`config.mk`:
```
export PLATFORM = sky130hd
export DESIGN_NAME = somador_serial_flat
export DESIGN_NICKNAME = d
export VERILOG_FILES = /design/src/rtl/somador_serial_pkg.sv /design/src/rtl/somador_serial_if.sv /design/src/rtl/somador_serial_completo_1bit.sv /design/src/rtl/somador_serial.sv /design/src/flat_wrapper.sv
export SDC_FILE = /design/constraint.sdc
export NUM_CORES = 1
export LEC_CHECK = 0
export CAP_MARGIN = 20
export CORE_MARGIN = 4
export CORE_UTILIZATION = 30
export CTS_CLUSTER_DIAMETER = 50
export DETAILED_ROUTE_END_ITERATION = 7
export PLACE_DENSITY = 0.52
export RECOVER_POWER = 100
export REMOVE_ABC_BUFFERS = 1
export SYNTH_ARGS = -nofsm -noshare
export SYNTH_HDL_FRONTEND = slang
export SYNTH_SLANG_ARGS = --single-unit
export TNS_END_PERCENT = 30
```
`constraint.sdc`:
```
create_clock -name clk -period 4.75 [get_ports clk]
set_input_delay 0.475 -clock clk [delete_from_list [all_inputs] [get_ports clk]]
set_output_delay 0.475 -clock clk [all_outputs]
set_load 0.02 [all_outputs]
```
`src/rtl/somador_serial_pkg.sv`:
```
// rtl/somador_serial_pkg.sv - shared state codes and sizing helper for the serial adder
package somador_serial_pkg;

  // FSM state codes, fixed 2-bit encoding
  typedef enum logic [1:0] {
    ST_IDLE  = 2'd0,
    ST_SHIFT = 2'd1,
    ST_DONE  = 2'd2
  } state_t;

  // Ceiling log2, used to size the bit counter
  function automatic int clog2(input int value);
    int r;
    r = 0;
    for (int i = 0; i < 32; i++) begin
      if ((1 << i) < value) r = i + 1;
    end
    return r;
  endfunction

endpackage

```
`src/rtl/somador_serial_if.sv`:
```
// rtl/somador_serial_if.sv - operand/result handshake bundle of the serial adder
interface somador_serial_if #(
  parameter int WIDTH = 4
);

  logic             start;
  logic [WIDTH-1:0] A;
  logic [WIDTH-1:0] B;
  logic             C_in;
  logic [WIDTH-1:0] S;
  logic             C_out;
  logic             V;
  logic             busy;
  logic             done;

  // Requester side: issues operands, observes results
  modport master (
    output start, A, B, C_in,
    input  S, C_out, V, busy, done
  );

  // Adder side: consumes operands, produces results
  modport slave (
    input  start, A, B, C_in,
    output S, C_out, V, busy, done
  );

endinterface

```
`src/rtl/somador_serial_completo_1bit.sv`:
```
// rtl/somador_serial_completo_1bit.sv - combinational 1-bit full adder
module somador_completo_1bit (
  input  logic i_a,
  input  logic i_b,
  input  logic i_c_in,
  output logic o_s,
  output logic o_c_out
);

  assign o_s     = i_a ^ i_b ^ i_c_in;
  assign o_c_out = (i_a & i_b) | (i_c_in & (i_a ^ i_b));

endmodule

```
`src/rtl/somador_serial.sv`:
```
// rtl/somador_serial.sv - bit-serial adder, LSB first, one full adder, start/done handshake
module somador_serial
  import somador_serial_pkg::*;
#(
  parameter int WIDTH = 4
) (
  input  logic             clk,
  input  logic             rst_n,
  somador_serial_if.slave  bus
);

  localparam int CW = (clog2(WIDTH) < 1) ? 1 : clog2(WIDTH);

  state_t           r_state;
  state_t           w_state_next;
  logic [WIDTH-1:0] r_a_sr;
  logic [WIDTH-1:0] r_b_sr;
  logic [WIDTH-1:0] r_res;
  logic [WIDTH-1:0] r_s;
  logic [CW-1:0]    r_cnt;
  logic             r_carry;
  logic             r_c_msb;
  logic             r_c_out;
  logic             r_v;
  logic             r_busy;
  logic             r_done;
  logic             w_fa_s;
  logic             w_fa_c;
  logic             w_last;
  logic             w_pre_msb;

  somador_completo_1bit u_fa (
    .i_a     (r_a_sr[0]),
    .i_b     (r_b_sr[0]),
    .i_c_in  (r_carry),
    .o_s     (w_fa_s),
    .o_c_out (w_fa_c)
  );

  assign w_last    = (r_cnt == CW'(WIDTH - 1));
  assign w_pre_msb = (r_cnt == CW'(WIDTH - 2));

  // State register
  always_ff @(posedge clk or negedge rst_n) begin
    if (!rst_n) r_state <= ST_IDLE;
    else        r_state <= w_state_next;
  end

  // Next-state logic: accept in IDLE, run WIDTH bit-steps, one DONE cycle
  always_comb begin
    w_state_next = r_state;
    case (r_state)
      ST_IDLE:  if (bus.start) w_state_next = ST_SHIFT;
      ST_SHIFT: if (w_last)    w_state_next = ST_DONE;
      ST_DONE:                 w_state_next = ST_IDLE;
      default:                 w_state_next = ST_IDLE;
    endcase
  end

  // Datapath: operand capture, serial add, result commit at the final bit
  always_ff @(posedge clk or negedge rst_n) begin
    if (!rst_n) begin
      r_a_sr  <= '0;
      r_b_sr  <= '0;
      r_res   <= '0;
      r_s     <= '0;
      r_cnt   <= '0;
      r_carry <= 1'b0;
      r_c_msb <= 1'b0;
      r_c_out <= 1'b0;
      r_v     <= 1'b0;
      r_busy  <= 1'b0;
      r_done  <= 1'b0;
    end else begin
      case (r_state)
        ST_IDLE: begin
          r_done <= 1'b0;
          if (bus.start) begin
            r_a_sr  <= bus.A;
            r_b_sr  <= bus.B;
            r_carry <= bus.C_in;
            r_cnt   <= '0;
            r_busy  <= 1'b1;
          end
        end
        ST_SHIFT: begin
          r_a_sr  <= {1'b0, r_a_sr[WIDTH-1:1]};
          r_b_sr  <= {1'b0, r_b_sr[WIDTH-1:1]};
          r_res   <= {w_fa_s, r_res[WIDTH-1:1]};
          r_carry <= w_fa_c;
          // Carry into the MSB position, needed for signed overflow
          if (w_pre_msb) r_c_msb <= w_fa_c;
          if (w_last) begin
            r_s     <= {w_fa_s, r_res[WIDTH-1:1]};
            r_c_out <= w_fa_c;
            r_v     <= w_fa_c ^ r_c_msb;
            r_done  <= 1'b1;
            r_busy  <= 1'b0;
          end else begin
            r_cnt <= r_cnt + 1'b1;
          end
        end
        ST_DONE: begin
          r_done <= 1'b0;
        end
        default: begin
          r_done <= 1'b0;
          r_busy <= 1'b0;
        end
      endcase
    end
  end

  assign bus.S     = r_s;
  assign bus.C_out = r_c_out;
  assign bus.V     = r_v;
  assign bus.busy  = r_busy;
  assign bus.done  = r_done;

endmodule

```
`src/flat_wrapper.sv`:
```
// flat-port wrapper written by rule: the top's interface ports become plain ports
module somador_serial_flat import somador_serial_pkg::*;
#(
  parameter int WIDTH = 4
)
  (clk, rst_n, bus_start, bus_A, bus_B, bus_C_in, bus_S, bus_C_out, bus_V, bus_busy, bus_done);
  somador_serial_if #(.WIDTH(WIDTH)) bus_i ();
  input  logic clk;
  input  logic rst_n;
  input wire logic [$bits(bus_i.start)-1:0] bus_start;
  input wire logic [$bits(bus_i.A)-1:0] bus_A;
  input wire logic [$bits(bus_i.B)-1:0] bus_B;
  input wire logic [$bits(bus_i.C_in)-1:0] bus_C_in;
  output wire logic [$bits(bus_i.S)-1:0] bus_S;
  output wire logic [$bits(bus_i.C_out)-1:0] bus_C_out;
  output wire logic [$bits(bus_i.V)-1:0] bus_V;
  output wire logic [$bits(bus_i.busy)-1:0] bus_busy;
  output wire logic [$bits(bus_i.done)-1:0] bus_done;
  assign bus_i.start = bus_start;
  assign bus_i.A = bus_A;
  assign bus_i.B = bus_B;
  assign bus_i.C_in = bus_C_in;
  assign bus_S = bus_i.S;
  assign bus_C_out = bus_i.C_out;
  assign bus_V = bus_i.V;
  assign bus_busy = bus_i.busy;
  assign bus_done = bus_i.done;
  somador_serial #(.WIDTH(WIDTH)) u_core (.clk(clk), .rst_n(rst_n), .bus(bus_i));
endmodule
```
======== Yosys cells after proc, flatten, opt, wreduce, memory -nomap -nowiden ========
Cells that the tools add are included.
Widths: inputs -> output; s select.
cells by class
  eq/ne operators ......................... 7
  add/sub/neg operators ................... 1
  muxes and demuxes ....................... 17
  bitwise logic cells ..................... 7
  reductions and logical operators ........ 8
operator list
  kind                   count
  $eq 32x2->1 const B    2
  $mux 32                2
  $pmux 32 s2            1
  $add 32x1->32 const B  1
  $pmux 4 s2             2
  $mux 4                 2
  $reduce_and 2->1       4
  $reduce_and 3->1       2
  $mux 1                 5
  $mux 2                 2
  $ne 2x2->1 const B     2
  $pmux 2 s2             1
  $pmux 1 s3             1
  $xor 1x1->1            3
  $and 1x1->1            2
  $eq 2x1->1 const B     1
  $eq 2x2->1 const B     1
  $logic_not 2->1        1
  $ne 2x1->1 const B     1
  $pmux 1 s2             1
  $reduce_bool 2->1      1
  $not 1->1              1
  $or 1x1->1             1
word-level totals
  input bits .............................. 12
  output and inout port bits .............. 8
  register bits after elaboration ......... 56

======== Longest topological paths before layout ========
  depth after elaboration ................. 4
  gate-level depth with buffers ........... 9
  gate-level depth less buffers ........... 6

======== Modules after synthesis ========
From an unflattened synthesis, not the netlist that was laid out.
unflattened totals
  cell total of the unflattened synthesis .. 319
  area, all modules ....................... 3,159.3 µm²
by module, submodules not included
  module                 seq. area each (µm²)  instances  area each (µm²)  cells each
  somador_serial         1,376.3               1          3,139.3          318
  somador_completo_1bit  0.0                   1          20.0             1

======== Worst setup path before layout ========
OpenSTA, ideal clock, no wires.
  kind .................................... reg2reg
  start ................................... register u_core.r_cnt[16]
  end ..................................... register u_core.r_cnt[26]
  stages on the path, launching flop included .. 8
  arrival ................................. 2.382 ns
  slack ................................... 2.245 ns
  cell sequence ........................... dfrtp_1 -> or4_1 -> or4b_4 -> o31a_1 -> buf_4 -> buf_6 -> and3_1 -> a211o_1
between the ends
  longest elaborated chain between the ends .. 3
  elaborated cells between the ends (all ways) .. 6
ends and longest elaborated chain
  item                                             RTL line                                     source
  start, declared                                  somador_serial.sv:20                         logic [CW-1:0] r_cnt;
  start signal, assigned                           somador_serial.sv:100                        r_cnt <= r_cnt + 1'b1;
  $add 32x1->32 or $eq 32x2->1 (tied branches)     somador_serial.sv:100, somador_serial.sv:40
  $mux 32 or $ne 2x2->1 (tied branches)            -
  $pmux 32 s2 or $reduce_and 3->1 (tied branches)  -
Parallel ways exist; a longest one is shown, timed or not. The select of a mux whose other input is x is not followed.
A chain may end at the register's enable or synchronous reset.

======== Final worst setup path ========
  start ................................... register u_core.r_cnt[16]
  end ..................................... register u_core.r_c_out (netlist: u_core.bus.C_out)
between the ends
  longest elaborated chain between the ends .. 2
ends and longest elaborated chain
  item                        RTL line              source
  $eq 32x2->1                 somador_serial.sv:40  assign w_last = (r_cnt == CW'(WIDTH - 1));
  $reduce_and 2->1 (no line)  -
  end signal, assigned        somador_serial.sv:95  r_c_out <= w_fa_c;
  end, declared               somador_serial.sv:23  logic r_c_out;
Every way passes these cells.

==> results.yml <==
status:
  status: "finished with violations"
  violations: "capacitance limit, slew limit"
run:
  drv_cap: 3
power_and_ir_drop:
  total_leakage_power_nw: 1.56
  ir_drop_mv: 0.169
  power_density_nw_per_um2: 493
  finalPower_mw: 1.59
synth:
  synth-seq-area-share: 0.481
  synth_cell_type_count: 45
  syn_inst: 298
  netlist_area_um2: 2860
  synth.yosys.warnings: 0
  synth.largest_area_cell: "dfrtp_1"
  ys.flop_type: "dfrtp_1"
  synth_edf_count: 0
  ys_seq_elements: 55
  syn_area_per_cell_um2: 9.60
  yosysMostFrequentCell: "dfrtp_1"
  synth_commonest_cells: "55 x dfrtp_1, 37 x nand2_1, 19 x nand3_1"
  synth_top_area_share: 0.481
  synth-async-reset-ratio: 1.00
  synthTopCellsByArea: "dfrtp_1 48%, nand2_1 4.9%, a211o_1 4.0%"
die:
  fp.dieW_um: 106
  io_pins: 20
  initial_core_util: 0.308
  die_y_um: 106
  row_count: 35
  coreArea_um2: 9280
  die_area_um2: 11200
clocking:
  post_cts_buffers: 0
  cts_tree: "built"
  ctsResizeCount: 0
  clk_path_buf_depth: 2
  clk_latency_ns: 0.31
  clk_pin_slew_ns: 0.11
  cts_buffers: 5
  hold_buffers: 0
  cts-root-buf: "clkbuf_8"
  cts_sinks: 55
  ctsHtreeMaxLevel: 2
global_routing:
  antenna_found_initial: 0
  grt.total_usage: 0.122
  grt_pass1_vias: 2223
  grt_overflow: 0
  grt_start_max_net_pins: 56
  grt_pass1_wl_um: 11300
min_path:
  min_to: "u_core.r_res[1]"
  hold_path_class: "flop to flop"
  hold_path.startpoint: "u_core.r_res[1]"
  hold_depth: 2
route:
  viasPerCell: 5.29
  wire_per_inst_um: 15.0
  drt_iter0_drc: 134
  wirelength_um: 6600
  drt.antenna.violating_nets: 0
  dr_total_vias: 2332
  drc: 0
  first_pass_iters: 4
final_layout:
  fin_cells: 441
  fin_nets: 326
  final_cell_area_um2: 3220
  area_growth_pct: 12.5
  drive_above_1_share: 0.0609
  diodes: 0
timing:
  max-slew-margin-rel: -1.00
  final.setup.tns_ns: 0
  post-route-period-util: 0.723
  hold_viol: 0
  maxSlewViolCount: 87
  worst_pin_slew_ns: 3.01
  rsz0062_at_grt: "false"
  fin_skew_ns: 0.0142
  clock.fmax_mhz: 291
  fin_crit_ns: 3.44
  setup_ws_ns: 1.31
  setup_viol: 0
placement:
  dp_slack_ns: 1.81
  dp_hpwl_um: 4410
  gp_congestion: 0.798
  dpl_cell_area_um2: 3160
  placedCellCount: 433
  io_buffers: 19
critical_path:
  slowest_stage: "nor4_1"
  reg2reg_from: "u_core.r_cnt[16]"
  required_ns: 4.96
  crit_path_start_kind: "flop"
  r2r-end: "u_core.bus.C_out"
  cpPeakStageDelay_ns: 1.29
  reg2reg_depth: 4
  path_cells: "or4_1 -> or4b_1 -> nor4_1 -> mux2_2"
  critPathTopFamily: "simple AND/OR/NAND/NOR gates"
  crit_buf_inv: 0
  r2r_setup_slack_ns: 1.31
  worstPathArrival_ns: 3.64
  path_class: "flop to flop"
  cp-end-kind: "flop"
  crit_fanout: 8
[kinds of logic (layout without fill, tap and decap cells)]
| group | after synthesis | in the layout | share of synthesized area |
|---|---|---|---|
| XOR/XNOR | 1 | 1 | 0.00306 |
| buffers and inverters | 22 | 36 | 0.0367 |
| adder cells (fa/ha/maj) | 3 | 3 | 0.0157 |
| flip-flops | 55 | 55 | 0.481 |
| multiplexers | 8 | 8 | 0.0310 |
| AO/OA/AOI/OAI | 71 | 71 | 0.171 |
| AND/OR/NAND/NOR | 138 | 138 | 0.261 |
[power by group]
group | switching, mW | internal (mW)
registers | 0.142 | 0.593
clock network | 0.162 | 0.106
logic | 0.367 | 0.215
[registers in the layout (all words and copies together), names as in the netlist]
name and cells:
u_core.bus.busy 1, u_core.r_res 3, u_core.r_carry 1, u_core.bus.V 1, u_core.r_state 2, u_core.bus.done 1, u_core.bus.S 4, u_core.r_c_msb 1
u_core.bus.C_out 1, u_core.r_a_sr 4, u_core.r_b_sr 4, u_core.r_cnt 32
[worst max path at each step]
| stage | startpoint | to | depth (start not counted) |
|---|---|---|---|
| finish | u_core.r_cnt[16] | u_core.bus.C_out | 4 |
| global route | rst_n | u_core.r_cnt[26] | 2 |
| CTS | u_core.r_cnt[16] | u_core.r_cnt[9] | 6 |
| detailed placement | u_core.r_cnt[16] | u_core.r_cnt[6] | 6 |
| global placement | u_core.r_cnt[16] | u_core.r_cnt[16] | 6 |
| floorplan | u_core.r_cnt[16] | u_core.r_cnt[11] | 5 |
[through the flow]
stage                     hold WS, ns   util
after CTS                       0.319  0.350
after global placement          0.460  0.341
after global routing            0.540  0.347
final                           0.487  0.347
after floorplan                 0.179      -
after detailed placement        0.468  0.341
[worst reg2reg max path, delay by kind of cell, from the launching register on]
family | cells | cell delay, ns
flops | 1 | 0.46
simple gates | 3 | 2.44
mux | 1 | 0.44
[placed cells by master, fill, tap and decap left out, drive strengths merged, types with 2 or more instances in the layout]
master and count:
nor2 12, o21ai 16, a22oi 8, a221o 3, nand3 19, nor2b 4
or4 2, nand2b 2, nor3 15, ha 2, o211a 2, or3 2
dlygate4sd3 9, nor3b 2, clkbuf 7, nor4 11, o211ai 2, a21oi 8
dfrtp 55, and3 18, a31oi 11, inv 7, a211o 13, clkdlybuf4s50 9
nand4 13, o31ai 2, buf 3, nand2 37, mux2 7
[area by class of cell]
type | count | area [um2]
Fill cell | 975 | 6060
Timing Repair Buffer | 22 | 204
Inverter | 6 | 22.5
Clock inverter | 2 | 16.3
Sequential cell | 55 | 1380
Clock buffer | 6 | 72.6
Tap cell | 129 | 161
Multi-Input combinational cell | 221 | 1370
[routing by layer]
layer	vias up	global-route usage	wire length, um
met5	-	0	0
met4	0	0.0241	60
met3	6	0.0220	201
met2	34	0.196	3080
met1	1142	0.172	3250
li1	1150	-	-
Note: power is estimated with default switching activity, not from simulation.
